<file path="src/rtl/bk_sum_accumulator.sv">
`default_nettype none
// ============================================================================
// Module   : bk_sum_accumulator
// Purpose  : Frame accumulator for the 17-bit Brent-Kung adder sum. Accepts
//            one unsigned sum per cycle over valid/ready, accumulates cfg_len
//            sums into a saturating ACC_W-bit register, then presents the
//            frame total, beat count and sticky overflow flag on a
//            valid/ready result port.
// Ports    : clk      - clock, all state on rising edge
//            rst_n    - synchronous reset, active-low
//            cfg_len  - sums per frame, sampled on first beat (0 => 2^LEN_W)
//            s_valid  - input sum valid
//            s_ready  - block can accept a sum this cycle
//            s_sum    - unsigned sum from adder
//            m_valid  - frame result valid
//            m_ready  - downstream accepts result
//            m_acc    - saturated frame total
//            m_count  - beats in frame (wraps to 0 for 2^LEN_W-beat frames)
//            m_ovf    - accumulation saturated at least once in this frame
//            busy     - block is not idle
// Revision : 1.0 - initial release
// ============================================================================
module bk_sum_accumulator #(
    parameter int SUM_W = 17,
    parameter int ACC_W = 24,
    parameter int LEN_W = 8
) (
    input  logic             clk,
    input  logic             rst_n,
    input  logic [LEN_W-1:0] cfg_len,
    input  logic             s_valid,
    output logic             s_ready,
    input  logic [SUM_W-1:0] s_sum,
    output logic             m_valid,
    input  logic             m_ready,
    output logic [ACC_W-1:0] m_acc,
    output logic [LEN_W-1:0] m_count,
    output logic             m_ovf,
    output logic             busy
);

    localparam logic [1:0] c_idle  = 2'd0;
    localparam logic [1:0] c_accum = 2'd1;
    localparam logic [1:0] c_hold  = 2'd2;

    localparam logic [LEN_W-1:0] c_len_one = {{(LEN_W-1){1'b0}}, 1'b1};
    localparam logic [ACC_W-1:0] c_acc_max = {ACC_W{1'b1}};

    logic [1:0]       r_state;
    logic [1:0]       w_state_nxt;
    logic [ACC_W-1:0] r_acc;
    logic [ACC_W-1:0] w_acc_nxt;
    logic [LEN_W-1:0] r_count;
    logic [LEN_W-1:0] w_count_nxt;
    logic             r_ovf;
    logic             w_ovf_nxt;
    logic [LEN_W-1:0] r_len;
    logic [LEN_W-1:0] w_len_nxt;

    logic             w_beat;
    logic [ACC_W:0]   w_sum_zext;
    logic [ACC_W:0]   w_acc_sum;
    logic [LEN_W-1:0] w_count_inc;

    // Accept sums whenever no result is pending; depends only on state so
    // there is no combinational path from s_valid to m_valid.
    assign s_ready = (r_state != c_hold);
    assign w_beat  = s_valid & s_ready;

    // One guard bit above the accumulator width catches the carry-out that
    // signals saturation.
    assign w_sum_zext  = {{(ACC_W+1-SUM_W){1'b0}}, s_sum};
    assign w_acc_sum   = {1'b0, r_acc} + w_sum_zext;
    assign w_count_inc = r_count + c_len_one;

    always_ff @(posedge clk) begin
        if (!rst_n) begin
            r_state <= c_idle;
            r_acc   <= '0;
            r_count <= '0;
            r_ovf   <= 1'b0;
            r_len   <= '0;
        end else begin
            r_state <= w_state_nxt;
            r_acc   <= w_acc_nxt;
            r_count <= w_count_nxt;
            r_ovf   <= w_ovf_nxt;
            r_len   <= w_len_nxt;
        end
    end

    always_comb begin
        w_state_nxt = r_state;
        w_acc_nxt   = r_acc;
        w_count_nxt = r_count;
        w_ovf_nxt   = r_ovf;
        w_len_nxt   = r_len;

        case (r_state)
            c_idle: begin
                if (w_beat) begin
                    // First beat cannot overflow since ACC_W >= SUM_W.
                    w_len_nxt   = cfg_len;
                    w_acc_nxt   = w_sum_zext[ACC_W-1:0];
                    w_count_nxt = c_len_one;
                    w_ovf_nxt   = 1'b0;
                    w_state_nxt = (cfg_len == c_len_one) ? c_hold : c_accum;
                end
            end
            c_accum: begin
                if (w_beat) begin
                    if (w_acc_sum[ACC_W]) begin
                        w_acc_nxt = c_acc_max;
                        w_ovf_nxt = 1'b1;
                    end else begin
                        w_acc_nxt = w_acc_sum[ACC_W-1:0];
                    end
                    w_count_nxt = w_count_inc;
                    // A latched length of 0 terminates when the count wraps.
                    if (w_count_inc == r_len) begin
                        w_state_nxt = c_hold;
                    end
                end
            end
            c_hold: begin
                if (m_ready) begin
                    w_state_nxt = c_idle;
                end
            end
            default: begin
                w_state_nxt = c_idle;
            end
        endcase
    end

    assign m_valid = (r_state == c_hold);
    assign m_acc   = r_acc;
    assign m_count = r_count;
    assign m_ovf   = r_ovf;
    assign busy    = (r_state != c_idle);

endmodule
`default_nettype wire

</file>
<file path="config.mk">
export PLATFORM = sky130hd
export DESIGN_NAME = bk_sum_accumulator
export DESIGN_NICKNAME = d
export VERILOG_FILES = /design/src/rtl/bk_sum_accumulator.sv
export SDC_FILE = /design/constraint.sdc
export NUM_CORES = 1
export LEC_CHECK = 0
export BUFFER_PORTS_ARGS = -buffer_cell sky130_fd_sc_hd__buf_4
export CAP_MARGIN = 20
export CORE_UTILIZATION = 59
export DETAILED_ROUTE_END_ITERATION = 16
export PLACE_DENSITY_LB_ADDON = 0.1
export SLEW_MARGIN = 15
export SYNTH_ARGS = -nofsm -noshare
export SYNTH_HDL_FRONTEND = slang
export SYNTH_SLANG_ARGS = --single-unit
</file>
<file path="constraint.sdc">
create_clock -name clk -period 5.1 [get_ports clk]
set_input_delay 0 -clock clk [delete_from_list [all_inputs] [get_ports clk]]
set_output_delay 0 -clock clk [all_outputs]
set_load 0.01 [all_outputs]
</file>
==> run_results.csv <==
group,metric,value,unit
hold_path,min_delay_path_depth,3,
floorplan,num_rows,25,
synthesis,syn_avg_cell_area,7.68,µm²
global_route,antenna_found_initial,0,
sta,fin_skew,0.00878,ns
clock_tree,path_clk_slew,0.08,ns
floorplan,initial_core_util,62.3,%
synthesis,synthesis.instances,388,
floorplan,ios,65,
synthesis,synth_seq_cells,43,
place,place_inst,500,
routing,antenna_left,0,
hold_path,holdPathEnd,"m_acc[1]",
flow_run,maxCapViolations,0,
global_route,track_usage,32.5,%
global_route,grt_pass1_wl,13600,µm
global_route,overflow,0,
floorplan,die_area,5340,µm²
clock_tree,clk-insertion-delay-late,0.31,ns
routing,wl_per_cell,15.9,µm
floorplan,die_x,73.1,µm
pwr,leakage,1.58,nW
sta,hold_slack,0.0171,ns
pwr,switching_share,30.8,%
hold_path,min-delay-path-class,"in2reg",
synthesis,async_reset_ff_share,0,%
pwr,peakVddDrop,0.203,mV
global_route,grt_pass1_vias,2928,
critical_path,worstPathArrival,3.16,ns
pwr,pwr-share-seq,38.6,%
clock_tree,ctsResizeCount,0,
pwr,p_comb_share,27.7,%
floorplan,die_y,73.1,µm
layout,finalNonFillerCells,517,
clock_tree,cts-root-buf,"clkbuf_8",
pwr,p_switching,0.297,mW
global_route,grt_start_max_net_pins,33,
routing,via_per_inst,6.10,
pwr,power_frac_clock,33.7,%
critical_path,criticalPathCategory,"in2reg",
synthesis,syn_nets,436,
synthesis,synth_flop_cell,"dfxtp_1",
synthesis,yosysWarnings,0,
sta,rsz0062_at_grt,"false",
sta,fin_crit,2.96,ns
sta,finalHoldViolCount,0,
layout,area_growth_syn_to_layout,24.0,%
run_status,status,"complete, no violations",
clock_tree,cts_tree,"done",
critical_path,reg2reg_slack,2.19,ns
hold_path,worstHoldStart,"s_sum[1]",
place,globalplace.congestion,0.943,
clock_tree,cts.path.max_buffers,2,
sta,setup_viol,0,
routing,drc,0,
layout,nets,497,
sta,tightestPinTransition,1.06,ns
sta,final.setup.tns,0,ns
clock_tree,cts_htree_levels,2,
clock_tree,clkSinkCount,43,
sta,slew_violations,0,
routing,first_pass_iters,4,
synthesis,ys_seq_area_share,28.9,%
critical_path,cp_max_fo,7,
critical_path,cp-end-kind,"flip-flop",
critical_path,critPathRequiredTime,5.30,ns
clock_tree,cts_buffers,5,
layout,drive_above_1_share,19.6,%
synthesis,synth.cell_area,2980,µm²
floorplan,core_area,4790,µm²
routing,drtIter0Drc,226,
routing,routed_wl,8200,µm
critical_path,reg2reg_depth,9,
place,dp_hpwl,5690,µm
sta,fin_crit_sh,58.0,%
sta,timing.slew.headroom,29.2,%
routing,vias,3155,
critical_path,crit-reg2reg-capture,"m_acc[13]",
pwr,cellPowerDensity,261,nW/µm²
sta,fmax,338,MHz
synthesis,ys_types,59,
pwr,totalPowerFinal,0.965,mW
critical_path,r2r-start,"m_acc[0]",
synthesis,synth_edf_count,0,
place,io_buffers,64,
layout,antenna-diode-count,0,
critical_path,startpoint_type,"input port",
pwr,internal_power,0.668,mW
-- power by group through the flow --
stage / sequential (mW) / combinational, mW / clock, mW
finish: 0.372 / 0.267 / 0.325
global route: 0.375 / 0.295 / 0.339
CTS: 0.372 / 0.264 / 0.326
detailed placement: 0.380 / 0.256 / 0
global placement: 0.379 / 0.251 / 0
floorplan: 0.380 / 0.175 / 0
-- through the flow --
step                util, %  instance area [µm²]  setup slack [ns]
finish                 77.2                 3690              2.14
global route           77.2                 3690              2.00
CTS                    77.2                 3690              2.12
detailed placement     72.5                 3470              2.20
global placement       72.5                 3470              2.28
floorplan                 -                 2980              2.56
-- worst max path at each step --
stage / to / cells past startpoint / start / slack (ns)
6_report: m_acc[13] / 11 / s_sum[0] / 2.14
5_1_grt: m_acc[11] / 11 / s_sum[0] / 2.00
4_1_cts: m_acc[13] / 11 / s_sum[0] / 2.12
3_5_place_dp: m_acc[13] / 9 / m_acc[0] / 2.20
3_3_place_gp: m_acc[11] / 9 / m_acc[0] / 2.28
2_1_floorplan: m_acc[3] / 10 / m_acc[0] / 2.56
-- worst max-delay path, cell delays in order --
cell	delay, ns
dlygate4sd3_1	0.54
buf_4	0.14
ha_1	0.24
fa_1	0.44
a21o_1	0.20
a21oi_1	0.22
o221a_2	0.28
o211ai_2	0.17
a21oi_1	0.60
a21oi_1	0.16
a21o_1	0.19
-- cells in the mapped netlist (all sizes together) (2+ instances only) --
| cell type | number | area share, % |
|---|---|---|
| a211o | 3 | 0.88 |
| a211oi | 2 | 1.1 |
| a21o | 7 | 1.8 |
| a21oi | 43 | 7.7 |
| a221oi | 11 | 3.2 |
| a22oi | 2 | 0.50 |
| a311oi | 3 | 0.88 |
| a31oi | 3 | 0.63 |
| and2 | 4 | 0.84 |
| and3 | 6 | 1.3 |
| buf | 5 | 1.0 |
| clkbuf | 16 | 2.0 |
| dfxtp | 43 | 29 |
| ha | 18 | 7.6 |
| inv | 8 | 1.0 |
| nand2 | 61 | 7.7 |
| nand2b | 3 | 0.63 |
| nand3 | 13 | 2.2 |
| nand4 | 6 | 1.3 |
| nor2 | 21 | 2.7 |
| nor2b | 4 | 0.84 |
| nor3 | 14 | 2.4 |
| nor3b | 4 | 1.0 |
| nor4 | 5 | 1.0 |
| nor4b | 2 | 0.59 |
| o211ai | 9 | 2.4 |
| o21ai | 27 | 4.7 |
| or2 | 3 | 0.63 |
| or3 | 3 | 0.63 |
| xnor2 | 13 | 3.8 |
| xor2 | 10 | 2.9 |
-- timing repair --
action | CTS | global route
hold endpoints to repair | 9 | 0
setup buffers | 0 | 0
hold buffers | 9 | 0
-- registers in the layout, indices dropped and copies added (netlist names) --
register,count
r_len,8
r_state,2
m_acc,24
m_count,8
m_ovf,1
-- cells by family after synthesis --
kind of cell,count (synthesis),synth area share (%)
XOR/XNOR,23,6.76
AO/OA/AOI/OAI,122,27.5
buffers and inverters,29,4.03
AND/OR/NAND/NOR,152,24.6
flip-flops,43,28.9
adder cells (fa/ha/maj),19,8.23
-- cells in the final DEF (no fill, tap or decap), types with 4 or more instances in the layout --
cell / count
a21o_1: 6
a21oi_1: 41
a221oi_1: 11
and3_1: 6
buf_4: 66
clkbuf_8: 5
dfxtp_1: 43
dlygate4sd3_1: 9
ha_1: 18
inv_1: 8
nand2_1: 61
nand3_1: 13
nand4_1: 6
nor2_1: 20
nor3_1: 14
nor3b_1: 4
nor4_1: 5
o211ai_1: 8
o21ai_0: 23
xnor2_1: 13
xor2_1: 10
-- final cells by class --
type / count / area (µm²)
clock buffer: 6 / 72.6
clock inverter: 2 / 60.1
fill: 374 / 1090
inverter: 8 / 30.0
multi-input combinational: 316 / 2000
sequential: 43 / 861
tap: 67 / 83.8
timing repair buffer: 75 / 586
-- layer usage --
| layer | global-route usage, % | wire [µm] | vias up |
|---|---|---|---|
| met5 | 0 | 0 | - |
| met4 | 10.2 | 144 | 0 |
| met3 | 5.66 | 549 | 16 |
| met2 | 54.6 | 3990 | 114 |
| met1 | 42.1 | 3520 | 1476 |
| li1 | - | - | 1549 |
(Power assumes the default switching activity.)
